`config.mk`:
```
export PLATFORM = sky130hd
export DESIGN_NAME = alu_seq
export DESIGN_NICKNAME = d
export VERILOG_FILES = /design/src/rtl/alu_seq.sv
export SDC_FILE = /design/constraint.sdc
export NUM_CORES = 1
export LEC_CHECK = 0
export BUFFER_PORTS_ARGS = -buffer_cell sky130_fd_sc_hd__buf_4
export CORE_UTILIZATION = 49
export DETAILED_ROUTE_END_ITERATION = 8
export PLACE_DENSITY = 0.68
export SLEW_MARGIN = 0
export SYNTH_ARGS = -nofsm -noshare
export SYNTH_HDL_FRONTEND = slang
export SYNTH_SLANG_ARGS = --single-unit
```
`constraint.sdc`:
```
create_clock -name clk -period 5.5 [get_ports clk]
set_input_delay 1.1 -clock clk [delete_from_list [all_inputs] [get_ports clk]]
set_output_delay 1.1 -clock clk [all_outputs]
set_load 0.01 [all_outputs]
```
`src/rtl/alu_seq.sv`:
```
// rtl/alu_seq.sv - handshaked MIPS EX-stage ALU with iterative mult/div and HI/LO
// Divide support is built only when ALU_SEQ_DIV_EN is defined.
module alu_seq #(
  parameter int WIDTH = 32
) (
  input  logic             clk,
  input  logic             rst_n,
  input  logic             in_valid,
  output logic             in_ready,
  input  logic [3:0]       ctl,
  input  logic [WIDTH-1:0] a,
  input  logic [WIDTH-1:0] b,
  output logic             out_valid,
  input  logic             out_ready,
  output logic [WIDTH-1:0] out,
  output logic             z,
  output logic             ovf,
  output logic             dz,
  output logic [WIDTH-1:0] hi,
  output logic [WIDTH-1:0] lo
);
  localparam int CW = $clog2(WIDTH);
  localparam logic [CW-1:0] LAST = CW'(WIDTH - 1);

  typedef enum logic [2:0] {S_IDLE, S_MUL, S_DIV, S_FIX, S_DONE} state_t;
  state_t state, state_n;

  logic [CW-1:0]        cnt;
  logic [2*WIDTH-1:0]   prod;
  logic [WIDTH-1:0]     opnd;
  logic                 neg_lo;

  logic                 is_mul, is_div, sgn, a_neg, b_neg;
  logic [WIDTH-1:0]     mag_a, mag_b, sum, diff;
  logic                 add_ovf, sub_ovf, alu_ovf;
  logic [WIDTH-1:0]     alu_res, fix_hi, fix_lo;
  logic [WIDTH:0]       mul_sum;
  logic [2*WIDTH-1:0]   prod_neg;

`ifdef ALU_SEQ_DIV_EN
  logic                 op_div, neg_hi;
  logic [WIDTH:0]       div_trial;
`endif

  assign is_mul = (ctl[3:1] == 3'b100);
`ifdef ALU_SEQ_DIV_EN
  assign is_div = (ctl[3:1] == 3'b101);
`else
  assign is_div = 1'b0;
`endif

  // Signed variants work on magnitudes; the sign is reapplied in FIX.
  assign sgn   = ~ctl[0];
  assign a_neg = sgn & a[WIDTH-1];
  assign b_neg = sgn & b[WIDTH-1];
  assign mag_a = a_neg ? -a : a;
  assign mag_b = b_neg ? -b : b;

  assign sum     = a + b;
  assign diff    = a - b;
  assign add_ovf = (a[WIDTH-1] == b[WIDTH-1]) && (sum[WIDTH-1] != a[WIDTH-1]);
  assign sub_ovf = (a[WIDTH-1] != b[WIDTH-1]) && (diff[WIDTH-1] != a[WIDTH-1]);

  always_comb begin
    alu_res = '0;
    alu_ovf = 1'b0;
    case (ctl)
      4'b0010: begin alu_res = sum;  alu_ovf = add_ovf; end
      4'b0110: begin alu_res = diff; alu_ovf = sub_ovf; end
      4'b0000: alu_res = a & b;
      4'b0001: alu_res = a | b;
      4'b1100: alu_res = ~(a | b);
      4'b1101: alu_res = a ^ b;
      4'b0111: alu_res = {{(WIDTH-1){1'b0}}, diff[WIDTH-1] ^ sub_ovf};
      4'b1110: alu_res = hi;
      4'b1111: alu_res = lo;
      default: alu_res = '0;
    endcase
  end

  // prod holds {partial, multiplier} for MUL and {remainder, quotient} for DIV.
  assign mul_sum  = {1'b0, prod[2*WIDTH-1:WIDTH]} + (prod[0] ? {1'b0, opnd} : '0);
  assign prod_neg = -prod;
`ifdef ALU_SEQ_DIV_EN
  assign div_trial = {prod[2*WIDTH-1:WIDTH], prod[WIDTH-1]} - {1'b0, opnd};
`endif

  // Low half of the negated product equals the negated quotient, so fix_lo is shared.
  always_comb begin
    fix_lo = neg_lo ? prod_neg[WIDTH-1:0] : prod[WIDTH-1:0];
    fix_hi = neg_lo ? prod_neg[2*WIDTH-1:WIDTH] : prod[2*WIDTH-1:WIDTH];
`ifdef ALU_SEQ_DIV_EN
    if (op_div)
      fix_hi = neg_hi ? -prod[2*WIDTH-1:WIDTH] : prod[2*WIDTH-1:WIDTH];
`endif
  end

  always_ff @(posedge clk or negedge rst_n) begin
    if (!rst_n) state <= S_IDLE;
    else        state <= state_n;
  end

  always_comb begin
    state_n   = state;
    in_ready  = 1'b0;
    out_valid = 1'b0;
    case (state)
      S_IDLE: begin
        in_ready = 1'b1;
        if (in_valid) begin
          if (is_mul)                 state_n = S_MUL;
          else if (is_div && b != '0) state_n = S_DIV;
          else                        state_n = S_DONE;
        end
      end
      S_MUL, S_DIV: if (cnt == LAST) state_n = S_FIX;
      S_FIX:        state_n = S_DONE;
      S_DONE: begin
        out_valid = 1'b1;
        if (out_ready) state_n = S_IDLE;
      end
      default:      state_n = S_IDLE;
    endcase
  end

  always_ff @(posedge clk or negedge rst_n) begin
    if (!rst_n) begin
      cnt    <= '0;
      prod   <= '0;
      opnd   <= '0;
      neg_lo <= 1'b0;
      out    <= '0;
      hi     <= '0;
      lo     <= '0;
      ovf    <= 1'b0;
      dz     <= 1'b0;
`ifdef ALU_SEQ_DIV_EN
      op_div <= 1'b0;
      neg_hi <= 1'b0;
`endif
    end else begin
      case (state)
        S_IDLE: if (in_valid) begin
          cnt    <= '0;
          prod   <= {{WIDTH{1'b0}}, mag_a};
          opnd   <= mag_b;
          neg_lo <= a_neg ^ b_neg;
`ifdef ALU_SEQ_DIV_EN
          op_div <= is_div;
          neg_hi <= a_neg;
          if (is_div && b == '0) begin
            lo  <= '1;
            hi  <= a;
            out <= '1;
            ovf <= 1'b0;
            dz  <= 1'b1;
          end
`endif
          if (!is_mul && !is_div) begin
            out <= alu_res;
            ovf <= alu_ovf;
            dz  <= 1'b0;
          end
        end
        S_MUL: begin
          prod <= {mul_sum, prod[WIDTH-1:1]};
          cnt  <= cnt + 1'b1;
        end
`ifdef ALU_SEQ_DIV_EN
        S_DIV: begin
          if (!div_trial[WIDTH])
            prod <= {div_trial[WIDTH-1:0], prod[WIDTH-2:0], 1'b1};
          else
            prod <= {prod[2*WIDTH-2:0], 1'b0};
          cnt <= cnt + 1'b1;
        end
`endif
        S_FIX: begin
          hi  <= fix_hi;
          lo  <= fix_lo;
          out <= fix_lo;
          ovf <= 1'b0;
          dz  <= 1'b0;
        end
        default: ;
      endcase
    end
  end

  assign z = (out == '0);

endmodule

```
* Word-level counts from Yosys, hierarchy flattened
Cells that the tools add are included.
** Word-level totals
- Input port bits :: 72
- Output and inout port bits :: 101
- Logic and storage cells :: 87
- Register bits :: 203
** Operators by class
- Mux-type cells :: 27
- Equality and inequality tests :: 22
- Add/subtract/negate cells :: 7
- Bitwise logic cells :: 9
- Reduce and logical (&&, ||, !) cells :: 12
** Operators by type and width (count)
- 32-bit case mux with 9 select lines :: 1
- 32-bit 2-to-1 mux :: 7
- 64-bit case mux with 2 select lines :: 1
- 64-bit 2-to-1 mux :: 1
- 32-bit negation :: 2
- 64-bit negation :: 1
- 32-bit case mux with 2 select lines :: 1
- 32-bit by 32-bit adder with 33-bit output :: 1
- 32-bit adder :: 1
- 32-bit bitwise AND :: 1
- 32-bit logical NOT :: 1
- 32-bit inverter :: 1
- 32-bit OR :: 1
- 32-bit subtractor :: 1
- 32-bit bitwise XOR :: 1
- 4-bit == test (second input constant) :: 4
- 3-bit 2-to-1 mux :: 4
- 3-bit case mux with 4 select lines :: 1
- 5-bit case mux with 2 select lines :: 1
- 4-bit by 3-bit == test with 1-bit output (second input constant) :: 2
- 2-bit != test (second input constant) :: 4
- 3-bit by 2-bit == test with 1-bit output (second input constant) :: 2
- 3-bit == test (second input constant) :: 2
- 1-bit 2-to-1 mux :: 6
- 19 further kinds :: 29

* Longest topological paths before layout
- Depth in word-level cells :: 8
- Depth in mapped cells :: 20

* Worst setup path after synthesis
OpenSTA, ideal clock, no wires.
- Path kind :: input to register
- From :: input port b[6]
- To :: register out[31]
- Arrival time :: 4.685 ns
- Library setup time :: 0.120 ns
- Data required time :: 5.380 ns
- Stages on the path :: 20
- Slack :: 0.695 ns
- Cells stage by stage :: inv_1 -> ha_1 -> clkbuf_1 -> inv_1 -> a21oi_1 -> o211ai_1 -> a211oi_1 -> o31ai_1 -> a211o_1 -> a311oi_1 -> or3_1 -> a31oi_1 -> o31ai_1 -> fa_1 -> nor2_1 -> a21oi_1 -> nand4_1 -> a211oi_1 -> o21ai_0 -> o211a_1
** Between the ends
- Longest elaborated chain between the ends :: 5
- Elaborated cells between the ends (all ways) :: 6
** Ends and longest elaborated chain
- start, declared :: RTL line 12 : input logic [WIDTH-1:0] b,
- 32-bit subtractor / 32-bit adder (equally long branches) :: RTL line 60, 59
- 32-bit case mux with 9 select lines (*) :: RTL line 67 : case (ctl)
- 32-bit 2-to-1 mux (*) :: RTL line 159 : if (!is_mul && !is_div) begin
- 32-bit 2-to-1 mux (*) :: RTL line 143 : S_IDLE: if (in_valid) begin
- 32-bit case mux with 2 select lines (*) :: RTL line 142 : case (state)
- end signal, assigned :: RTL line 160 : out <= alu_res;
- end signal, assigned :: RTL line 181 : out <= fix_lo;
- end, declared :: RTL line 15 : output logic [WIDTH-1:0] out,
Mark *: on every way between the ends. The rest lies on a longest branch, timed or not. The select of a mux whose other input is x is not followed.
A chain may end at the register's enable or synchronous reset.

* Worst setup path in the final report
- From :: input port b[1]
- To :: register out[31]
Same word-level chain as after synthesis.

==> impl_metrics.env <==
export IMPL_grt_usage_pct=39.1
export IMPL_ys_seq_area_share_pct=29.3
export IMPL_syn_area_um2=17300
export IMPL_grt_pass1_wl_mm=105
export IMPL_drc=0
export IMPL_grt_max_degree=107
export IMPL_p_per_area_nw_per_um2=290
export IMPL_avgSynthCellArea_um2=8.14
export IMPL_grt_pass1_vias=16700
export IMPL_io_buffers=171
export IMPL_slew_headroom_pct=18.7
export IMPL_synthFlopType="dfrtp_1"
export IMPL_clkTransAtPathRegs_ns=0.06
export IMPL_rsz0062_at_grt="false"
export IMPL_startpoint_type="primary input"
export IMPL_synth_seq_cells=202
export IMPL_drtAntennaViolNets=0
export IMPL_die_y_um=190
export IMPL_critPathBufInv=2
export IMPL_gp_congestion=1.03
export IMPL_fp_row_count=68
export IMPL_synth_enable_flop_cells=0
export IMPL_postCtsHoldBufs=0
export IMPL_avgRoutedWirePerCell_um=25.9
export IMPL_cp_max_fo=6
export IMPL_pin_count=173
export IMPL_root_buffer="clkbuf_16"
export IMPL_cts_sink_count=202
export IMPL_drive_gt1_share_pct=14.3
export IMPL_ir_worst_vdd_mv=0.264
export IMPL_crit_chain="buf_4 -> inv_1 -> ha_1 -> o21bai_1 -> a21oi_1 -> o211ai_1 -> a211oi_1 -> o31ai_1 -> a211o_1 -> a311oi_1 -> or3_1 -> a31oi_1 -> o31ai_1 -> fa_1 -> nor2_1 -> a21oi_1 -> nand4_1 -> a211oi_1 -> o21ai_0 -> o211a_1"
export IMPL_cts_max_level=1
export IMPL_critPathSlowestCell="o31ai_1"
export IMPL_grt_overflow=0
export IMPL_yosysWarnings=0
export IMPL_synth_cells=2121
export IMPL_setup_tns_ns=0
export IMPL_vias_per_cell=6.43
export IMPL_finalMaxSlewViolations=0
export IMPL_nets=2469
export IMPL_path_delay_family="compound AO/OA/AOI/OAI gates"
export IMPL_end_kind="flip-flop"
export IMPL_cts_buffer_depth=3
export IMPL_area_growth_pct=16.3
export IMPL_tightest_slew_ns=1.21
export IMPL_cp_arrival_ns=5.35
export IMPL_cp_required_ns=5.96
export IMPL_die_w_um=190
export IMPL_synth_cell_types=79
export IMPL_setup_violations_final=0
export IMPL_diodes=0
export IMPL_critPathMaxStageDelay_ns=0.51
export IMPL_wirelength_mm=70.9
export IMPL_grt_antenna_before_repair=6
export IMPL_hold_ws_ns=0.477
export IMPL_hold_path_class="flip-flop to flip-flop"
export IMPL_die_area_um2=36000
export IMPL_finalClockSkew_ns=0.0287
export IMPL_post_cts_resized=0
export IMPL_cts_buffers=26
export IMPL_p_leak_nw=9.30
export IMPL_post_cts_buffers=0
export IMPL_hold_viol_final=0
export IMPL_vias=17600
export IMPL_first_iter_violations=2023
export IMPL_drt_pass1_iter_count=6
export IMPL_synthArstFlopShare_pct=100
export IMPL_tritoncts="done"
export IMPL_clk_latency_ns=0.58
export IMPL_start_util_pct=49.9
export IMPL_syn_nets=2332
export IMPL_crit_type="primary input to flip-flop"
export IMPL_cap_violations=0
export IMPL_hpwl_mm=53.1
export IMPL_fmaxAchievable_mhz=205
export IMPL_outcome="completed"
export IMPL_fin_crit_ns=4.88
export IMPL_power_total_mw=5.83
export IMPL_finalCritPeriodShare_pct=88.8
export IMPL_coreArea_um2=34600
[stage by stage]
stage	setup WS [ns]	instances	utilization, %	area [um^2]
floorplan	0.695	2121	-	17300
global placement	0.184	2685	55.3	19200
detailed placement	0.154	2685	55.3	19200
CTS	0.714	2733	58.0	20100
global route	0.325	2733	58.0	20100
finish	0.615	2733	58.0	20100
[report_power, final]
group	internal [mW]	switching (mW)	leakage, nW
sequential	1.70	0.283	2.68
combinational	0.760	1.20	6.17
clock	1.13	0.744	0.448
[final timing paths]
path                       startpoint  endpoint  slack, ns  depth (start not counted)
min reg2reg                   opnd[7]   opnd[7]       0.48                          2
max reg2reg                  prod[10]    hi[27]       0.81                         11
max in group asynchronous       rst_n     hi[5]       3.84                          2
max                              b[1]   out[31]       0.62                         20
min                           opnd[7]   opnd[7]       0.48                          2
min in group asynchronous       rst_n   prod[8]       0.53                          1
[layout make-up]
cell class              instances  area (um^2)
flip-flops and latches        202         5060
clock inverters                13          188
clock buffers                  35          736
multi-input cells            1687        11400
well taps                     455          569
inverters                     106          398
repair buffers                235         1770
fillers                      3221        14500
[state kept, by name, summed over array words and instances (netlist names)]
| register | count |
|---|---|
| prod | 64 |
| hi | 32 |
| lo | 32 |
| opnd | 32 |
| out | 32 |
| cnt | 5 |
| state | 3 |
| neg_lo | 1 |
| ovf | 1 |
[cell usage after synthesis (12+ instances only)]
cell type,instances,area (um^2)
nand2_1,209,785
a221oi_1,28,245
and3_1,12,75.1
a21o_1,39,293
inv_1,105,394
mux2i_1,21,210
a22oi_1,46,345
or3_1,17,106
nor3_1,27,135
o221ai_1,14,123
o21bai_1,24,180
clkbuf_1,109,409
a211oi_1,18,135
nor4_1,26,163
nand3_1,30,150
a31oi_1,23,144
and2_1,41,257
xnor2_1,83,727
o21a_1,19,143
nand4_1,16,100
nand2b_1,18,113
o21ai_1,12,60.1
nor2_1,145,544
dfrtp_1,202,5050
xor2_1,77,674
o21ai_0,217,1090
buf_1,14,52.6
ha_1,135,1690
a21oi_1,159,796
o41ai_1,14,123
o211ai_1,14,105
o31ai_1,37,278
[per-layer routing]
metal / wire length (um) / vias to the layer above / GRT usage, % / share of wire (%)
met5: 27 / - / 0 / 0.038
met4: 2860 / 4 / 15.4 / 4.0
met3: 7500 / 161 / 10.5 / 11
met2: 30800 / 913 / 59.2 / 43
met1: 29700 / 8483 / 52.8 / 42
li1: - / 8006 / - / -
[cell usage in the layout, fill, tap and decap left out, types with 24 or more instances in the layout]
cell,count
buf_4,234
ha_1,135
a21oi_1,159
a221oi_1,28
a22oi_1,46
o31ai_1,37
clkbuf_16,27
a21o_1,39
nor3_1,27
nand3_1,30
o21ai_0,217
nand2_1,208
nor2_1,141
nor4_1,25
dfrtp_1,201
and2_1,41
o21bai_1,24
xnor2_1,83
inv_1,105
xor2_1,77
[logic make-up after synthesis]
logic type | Yosys count | share of synthesized area, %
AOI/OAI and AO/OA | 768 | 29.3
xor gates and xnor gates | 160 | 8.11
adders and majority gates | 139 | 10.2
buffers and inverters | 232 | 5.11
DFF | 202 | 29.3
muxes | 22 | 1.28
other | 1 | 0.0217
and+or+nand+nor | 597 | 16.7
[worst min-delay path, cell delays in order (launching register included)]
cell and delay, ns:
dfrtp_1 0.34, nand2_1 0.04, o21ai_0 0.06
Note: power is estimated with default switching activity, not from simulation.
